`src/rtl/stopwatch_pkg.sv`:
```
// Shared types and 7-segment helpers for the BCD stopwatch core.
// Segment patterns are active-high {g,f,e,d,c,b,a}; the scan driver inverts them.
package stopwatch_pkg;

   typedef enum logic [1:0] {
      SW_IDLE   = 2'd0,
      SW_RUN    = 2'd1,
      SW_PAUSED = 2'd2
   } sw_state_t;

   localparam logic [6:0] SEG_BLANK   = 7'b0000000;
   localparam logic [6:0] SEG_ILLEGAL = 7'b1000000;

   function automatic logic [6:0] seg_decode(input logic [3:0] digit);
      logic [6:0] pat;
      case (digit)
         4'd0:    pat = 7'b0111111;
         4'd1:    pat = 7'b0000110;
         4'd2:    pat = 7'b1011011;
         4'd3:    pat = 7'b1001111;
         4'd4:    pat = 7'b1100110;
         4'd5:    pat = 7'b1101101;
         4'd6:    pat = 7'b1111101;
         4'd7:    pat = 7'b0000111;
         4'd8:    pat = 7'b1111111;
         4'd9:    pat = 7'b1101111;
         default: pat = SEG_ILLEGAL;
      endcase
      return pat;
   endfunction

endpackage

```
`src/rtl/sw_seg_scan.sv`:
```
// Multiplexed active-low 7-segment scan driver with a free-running prescaler.
// Leading-zero blanking is enabled by defining STOPWATCH_BLANK_LEADING_EN.
module sw_seg_scan
   import stopwatch_pkg::*;
#(
   parameter int DIGITS     = 4,
   parameter int SCAN_DIV_W = 10
) (
   input  logic                  clk,
   input  logic                  rst,
   input  logic [4*DIGITS-1:0]   shown,
   output logic [6:0]            seg_n,
   output logic [DIGITS-1:0]     dig_n
);

   localparam int IDX_W = (DIGITS > 1) ? $clog2(DIGITS) : 1;

   logic [SCAN_DIV_W-1:0] pre;
   logic [IDX_W-1:0]      idx;
   logic [IDX_W-1:0]      idx_next;
   logic                  scan_tc;
   logic [3:0]            cur_digit;
   logic [6:0]            seg_pat;
   logic [DIGITS-1:0]     onehot;
   logic                  blank;

   assign scan_tc  = &pre;
   assign idx_next = (idx == IDX_W'(DIGITS - 1)) ? '0 : idx + 1'b1;

   always_comb begin
      cur_digit = 4'd0;
      onehot    = '0;
      for (int i = 0; i < DIGITS; i++) begin
         if (idx == IDX_W'(i)) begin
            cur_digit = shown[4*i +: 4];
            onehot[i] = 1'b1;
         end
      end
   end

`ifdef STOPWATCH_BLANK_LEADING_EN
   logic [IDX_W-1:0] top_nz;

   // Highest non-zero digit; digit 0 is the floor so a zero value still shows "0".
   always_comb begin
      top_nz = '0;
      for (int i = 1; i < DIGITS; i++) begin
         if (shown[4*i +: 4] != 4'd0) top_nz = IDX_W'(i);
      end
   end

   assign blank = (idx > top_nz);
`else
   assign blank = 1'b0;
`endif

   assign seg_pat = blank ? SEG_BLANK : seg_decode(cur_digit);

   always_ff @(posedge clk) begin
      if (rst) begin
         pre   <= '0;
         idx   <= '0;
         seg_n <= '1;
         dig_n <= '1;
      end else begin
         pre <= pre + 1'b1;
         if (scan_tc) begin
            idx   <= idx_next;
            seg_n <= ~seg_pat;
            dig_n <= ~onehot;
         end
      end
   end

endmodule

```
`src/rtl/bcd_stopwatch_core.sv`:
```
// N-digit BCD stopwatch: button sync/edge detect, run/pause FSM, tick divider,
// BCD count with sticky overflow, lap hold, and scan driver (STOPWATCH_BLANK_LEADING_EN in sw_seg_scan).
module bcd_stopwatch_core
   import stopwatch_pkg::*;
#(
   parameter int DIGITS         = 4,
   parameter int TICK_DIV       = 1200000,
   parameter int LAP_HOLD_TICKS = 20,
   parameter int SCAN_DIV_W     = 10
) (
   input  logic                  CLK,
   input  logic                  RST,
   input  logic                  btn_start,
   input  logic                  btn_stop,
   input  logic                  btn_clear,
   input  logic                  btn_lap,
   output logic [4*DIGITS-1:0]   count_bcd,
   output logic [4*DIGITS-1:0]   shown_bcd,
   output logic                  running,
   output logic                  lap_active,
   output logic                  overflow,
   output logic [6:0]            seg_n,
   output logic [DIGITS-1:0]     dig_n
);

   localparam int              DIV_W     = $clog2(TICK_DIV);
   localparam logic [DIV_W-1:0] DIV_LAST  = DIV_W'(TICK_DIV - 1);
   localparam logic [7:0]       HOLD_INIT = 8'(LAP_HOLD_TICKS);

   // Button order in the sync vectors: {lap, clear, stop, start}
   logic [3:0] btn_raw, sync_a, sync_b, sync_d, cmd;
   logic       cmd_start, cmd_stop, cmd_clear, cmd_lap;

   sw_state_t             state_q, state_d;
   logic [DIV_W-1:0]      div_q;
   logic                  tick;
   logic [4*DIGITS-1:0]   count_q, count_inc, lap_q;
   logic                  wrap;
   logic [7:0]            hold_q;
   logic                  ovf_q;

   assign btn_raw = {btn_lap, btn_clear, btn_stop, btn_start};

   always_ff @(posedge CLK) begin
      if (RST) begin
         sync_a <= '0;
         sync_b <= '0;
         sync_d <= '0;
      end else begin
         sync_a <= btn_raw;
         sync_b <= sync_a;
         sync_d <= sync_b;
      end
   end

   assign cmd       = sync_b & ~sync_d;
   assign cmd_start = cmd[0];
   assign cmd_stop  = cmd[1];
   assign cmd_clear = cmd[2];
   assign cmd_lap   = cmd[3];

   always_ff @(posedge CLK) begin
      if (RST) state_q <= SW_IDLE;
      else     state_q <= state_d;
   end

   always_comb begin
      state_d = state_q;
      if (cmd_clear) begin
         state_d = SW_IDLE;
      end else if (cmd_stop) begin
         if (state_q == SW_RUN) state_d = SW_PAUSED;
      end else if (cmd_start) begin
         state_d = SW_RUN;
      end
   end

   assign tick = (state_q == SW_RUN) && (div_q == DIV_LAST);

   always_ff @(posedge CLK) begin
      if (RST || cmd_clear)        div_q <= '0;
      else if (state_q == SW_RUN)  div_q <= tick ? '0 : div_q + 1'b1;
   end

   // Ripple BCD increment; a carry out of the top digit means all-9s wrapped to 0.
   always_comb begin
      count_inc = count_q;
      wrap      = 1'b1;
      for (int i = 0; i < DIGITS; i++) begin
         if (wrap) begin
            if (count_q[4*i +: 4] == 4'd9) begin
               count_inc[4*i +: 4] = 4'd0;
            end else begin
               count_inc[4*i +: 4] = count_q[4*i +: 4] + 4'd1;
               wrap                = 1'b0;
            end
         end
      end
   end

   always_ff @(posedge CLK) begin
      if (RST || cmd_clear) begin
         count_q <= '0;
         lap_q   <= '0;
         hold_q  <= '0;
         ovf_q   <= 1'b0;
      end else begin
         if (tick) begin
            count_q <= count_inc;
            if (wrap) ovf_q <= 1'b1;
         end
         // Lap samples the pre-increment count and a fresh capture restarts the hold.
         if (cmd_lap) begin
            lap_q  <= count_q;
            hold_q <= HOLD_INIT;
         end else if (tick && (hold_q != 8'd0)) begin
            hold_q <= hold_q - 8'd1;
         end
      end
   end

   assign count_bcd  = count_q;
   assign lap_active = (hold_q != 8'd0);
   assign shown_bcd  = lap_active ? lap_q : count_q;
   assign running    = (state_q == SW_RUN);
   assign overflow   = ovf_q;

   sw_seg_scan #(
      .DIGITS     (DIGITS),
      .SCAN_DIV_W (SCAN_DIV_W)
   ) u_scan (
      .clk   (CLK),
      .rst   (RST),
      .shown (shown_bcd),
      .seg_n (seg_n),
      .dig_n (dig_n)
   );

endmodule

```
`config.mk`:
```
export PLATFORM = sky130hd
export DESIGN_NAME = bcd_stopwatch_core
export DESIGN_NICKNAME = d
export VERILOG_FILES = /design/src/rtl/stopwatch_pkg.sv /design/src/rtl/sw_seg_scan.sv /design/src/rtl/bcd_stopwatch_core.sv
export SDC_FILE = /design/constraint.sdc
export NUM_CORES = 1
export LEC_CHECK = 0
export ABC_AREA = 1
export ABC_CLOCK_PERIOD_IN_PS = 3000
export CAP_MARGIN = 5
export CORE_ASPECT_RATIO = 0.75
export CORE_MARGIN = 4
export CORE_UTILIZATION = 61
export DETAILED_ROUTE_END_ITERATION = 7
export GPL_ROUTABILITY_DRIVEN = 1
export PLACE_DENSITY = 0.85
export SYNTH_ARGS = -nofsm -noshare
export SYNTH_HDL_FRONTEND = slang
export SYNTH_SLANG_ARGS = --single-unit
```
`constraint.sdc`:
```
create_clock -name CLK -period 3 [get_ports CLK]
set_input_delay 0.3 -clock CLK [delete_from_list [all_inputs] [get_ports CLK]]
set_output_delay 0.3 -clock CLK [all_outputs]
set_load 0.05 [all_outputs]
```
==> results_dict.tcl <==
set metrics [dict create \
    status "finished clean" \
    synth_top_area_cell "dfxtp_1" \
    power_density_nw_per_um2 426 \
    ctsResizeCount 1 \
    synth.avg_cell_area_um2 7.17 \
    cts_hold_buf 0 \
    viasPerCell 5.44 \
    synth_cells 689 \
    post-route-period-util_pct 93.7 \
    cp.required_ps 2700 \
    cts_tree "built" \
    antenna_found_initial 0 \
    synth.yosys.warnings 0 \
    clk_latency_ps 370 \
    criticalPathCategory "reg2out" \
    synth_nets 707 \
    critPathSlowestCell "clkdlybuf4s50_1" \
    crit_path_start_kind "register" \
    coreArea_um2 7880 \
    wire_per_inst_um 13.7 \
    grt_pass1_vias 4465 \
    drc_errors 0 \
    cts_root_buf "clkbuf_8" \
    drt-initial-drc-count 368 \
    die_y_um 86.0 \
    finalClockSkew_ps 10.9 \
    placementRows 28 \
    dpl_cell_area_um2 5530 \
    design_area_um2 5760 \
    gp_congestion 0.948 \
    synthesis.area_um2 4940 \
    holdPathStages 2 \
    cap_violations 0 \
    vias 4611 \
    cp_num_buf_inv 3 \
    firstDrtPassIters 5 \
    tightest_slew_ps 802 \
    grt_pass1_wl_mm 20.0 \
    slowest_delay_ps 790 \
    ys_ff_latch 99 \
    synth_top_area_share_pct 40.1 \
    h-tree-depth 3 \
    setup_viol 0 \
    reg2regPathDepth 15 \
    report.final.hold_viol_count 0 \
    max_freq_mhz 356 \
    track_usage_pct 25.1 \
    antennaDiodeCount 0 \
    critical_path.top_delay_family "buffers and inverters" \
    wirelength_mm 11.6 \
    clock-sinks 99 \
    grt_remaining_overflow 0 \
    clockBufferDepth 2 \
    ys_types 39 \
    die_w_um 112 \
    slew_violations 0 \
    cts_made_buffers 9 \
    cp_max_fo 23 \
    synth_area_leaders "dfxtp_1, nand2_1, inv_1" \
    cp.depth 8 \
    initial_core_util_pct 62.7 \
    io_buffers 51 \
    cts_setup_buffers 0 \
    worstSetupEndpointType "output port" \
    hp-class "reg2reg" \
    vdd_drop_max_v 0.000336 \
    power_leakage_nw 2.43 \
    grt_max_degree 34 \
    cp_cell_sequence "inv_1 -> ha_1 -> inv_1 -> nor2_4 -> nand2_4 -> nand2_1 -> nand2_1 -> clkdlybuf4s50_1" \
    tns_ps 0 \
    worstPathArrival_ps 2510 \
    area_delta_synth_final_pct 16.6 \
    nets 757 \
    max_slew_margin_pct 46.5 \
    ys_seq_area_share_pct 40.1 \
    ant_nets 0 \
    die_area_um2 9620 \
    clk_pin_slew_ps 90 \
    min_period_ps 2810 \
    ioPinCount 52 \
    drive_gt1_share_pct 10.1 \
    rsz0062_at_grt "no" \
    dp_hpwl_mm 8.59 \
]
==> through the flow <==
| step | power [mW] | setup WS (ps) | util [%] | hold slack [ps] | cells |
|---|---|---|---|---|---|
| finish | 2.45 | 190 | 73.1 | 406 | 848 |
| global route | 2.56 | 14.3 | 73.1 | 429 | 848 |
| CTS | 2.47 | 46.9 | 72.7 | 408 | 848 |
| detailed placement | 1.60 | 424 | 70.1 | 395 | 833 |
| global placement | 1.59 | 482 | 70.1 | 391 | 833 |
| floorplan | 1.55 | 271 | - | 388 | 689 |
==> synth_stat cells <==
master	count
a221oi_1	2
inv_1	101
o211ai_1	2
dfxtp_1	99
clkbuf_1	9
nand2_4	5
xor2_1	10
o21ai_0	44
clkinv_1	1
nor3b_1	2
nand2_1	118
nor2_2	7
nor3_1	20
buf_6	3
nor4_2	1
inv_2	12
or2_1	1
nor2_4	7
o31ai_1	1
buf_1	1
a31oi_1	3
xnor2_1	2
buf_2	2
o41ai_1	1
nor2_1	60
and2_1	7
o21ai_1	4
nand2_2	12
nand3_2	7
a21oi_1	60
a211oi_1	1
o21ai_2	5
nand4_1	5
nor4_1	8
nor3_2	2
nand3b_1	2
or2_0	1
ha_1	12
nand3_1	49
==> registers in the layout (all words and copies together) (netlist names) <==
signal and count:
state_q 2, hold_q 8, u_scan.idx 2, u_scan.seg_n 7
sync_b 4, sync_a 4, u_scan.dig_n 4, div_q 21
count_bcd 16, u_scan.pre 10, overflow 1, lap_q 16
sync_d 4
==> power by group <==
| group | leakage, nW | switching, mW | internal (mW) |
|---|---|---|---|
| sequential | 0.802 | 0.0114 | 1.33 |
| combinational | 1.53 | 0.156 | 0.0688 |
| clock | 0.101 | 0.469 | 0.414 |
==> worst reg2reg max path, delay by kind of cell, from the launching register on <==
kind | cells | cell delay [ps]
fa+ha+maj | 2 | 560
simple gates | 9 | 850
flops | 1 | 320
buf+inv | 3 | 320
compound gates | 1 | 250
==> path summary, 6_finish.rpt <==
| kind | startpoint | to | slack (ps) |
|---|---|---|---|
| worst max-delay path | hold_q[0] | shown_bcd[10] | 190 |
| worst min-delay path | sync_a[3] | sync_b[3] | 410 |
| worst max register to register | hold_q[0] | u_scan.seg_n[3] | 580 |
| worst min register to register | sync_a[3] | sync_b[3] | 410 |
==> area by class of cell <==
type | instances | area [µm²]
Tap cell | 105 | 131
Timing Repair Buffer | 54 | 566
Sequential cell | 99 | 1980
Fill cell | 654 | 2120
Clock buffer | 11 | 141
Clock inverter | 4 | 56.3
Inverter | 114 | 428
Multi-Input combinational cell | 461 | 2460
==> kinds of logic (layout without fill, tap and decap cells) <==
| kind of cell | count (synthesis) | count (layout) | share of synthesized area (%) |
|---|---|---|---|
| buffers and inverters | 129 | 183 | 10.3 |
| and+or+nand+nor | 314 | 314 | 31.1 |
| AOI/OAI and AO/OA | 123 | 123 | 13.3 |
| DFF | 99 | 99 | 40.1 |
| xor gates and xnor gates | 12 | 12 | 2.13 |
| adders and majority gates | 12 | 12 | 3.04 |
==> layout by cell type (no fill, tap or decap), drive strengths merged, types with 3 or more instances in the layout <==
cell type,netlist,routed
xor2,10,10
inv,113,116
a21oi,60,60
dfxtp,99,99
nand3,56,56
nand4,5,5
nor3,22,22
ha,12,12
nor4,9,9
a31oi,3,3
clkdlybuf4s50,0,38
o21ai,53,53
clkbuf,9,11
buf,6,3
and2,7,7
dlymetal6s2s,0,13
nand2,135,135
nor2,74,74
==> layer usage <==
| layer | GRT usage [%] | share of wire (%) |
|---|---|---|
| met5 | 0 | 0 |
| met4 | 7.21 | 1.5 |
| met3 | 6.91 | 6.9 |
| met2 | 43.3 | 47 |
| met1 | 31.1 | 45 |
Power figures use the tool's default switching activity.
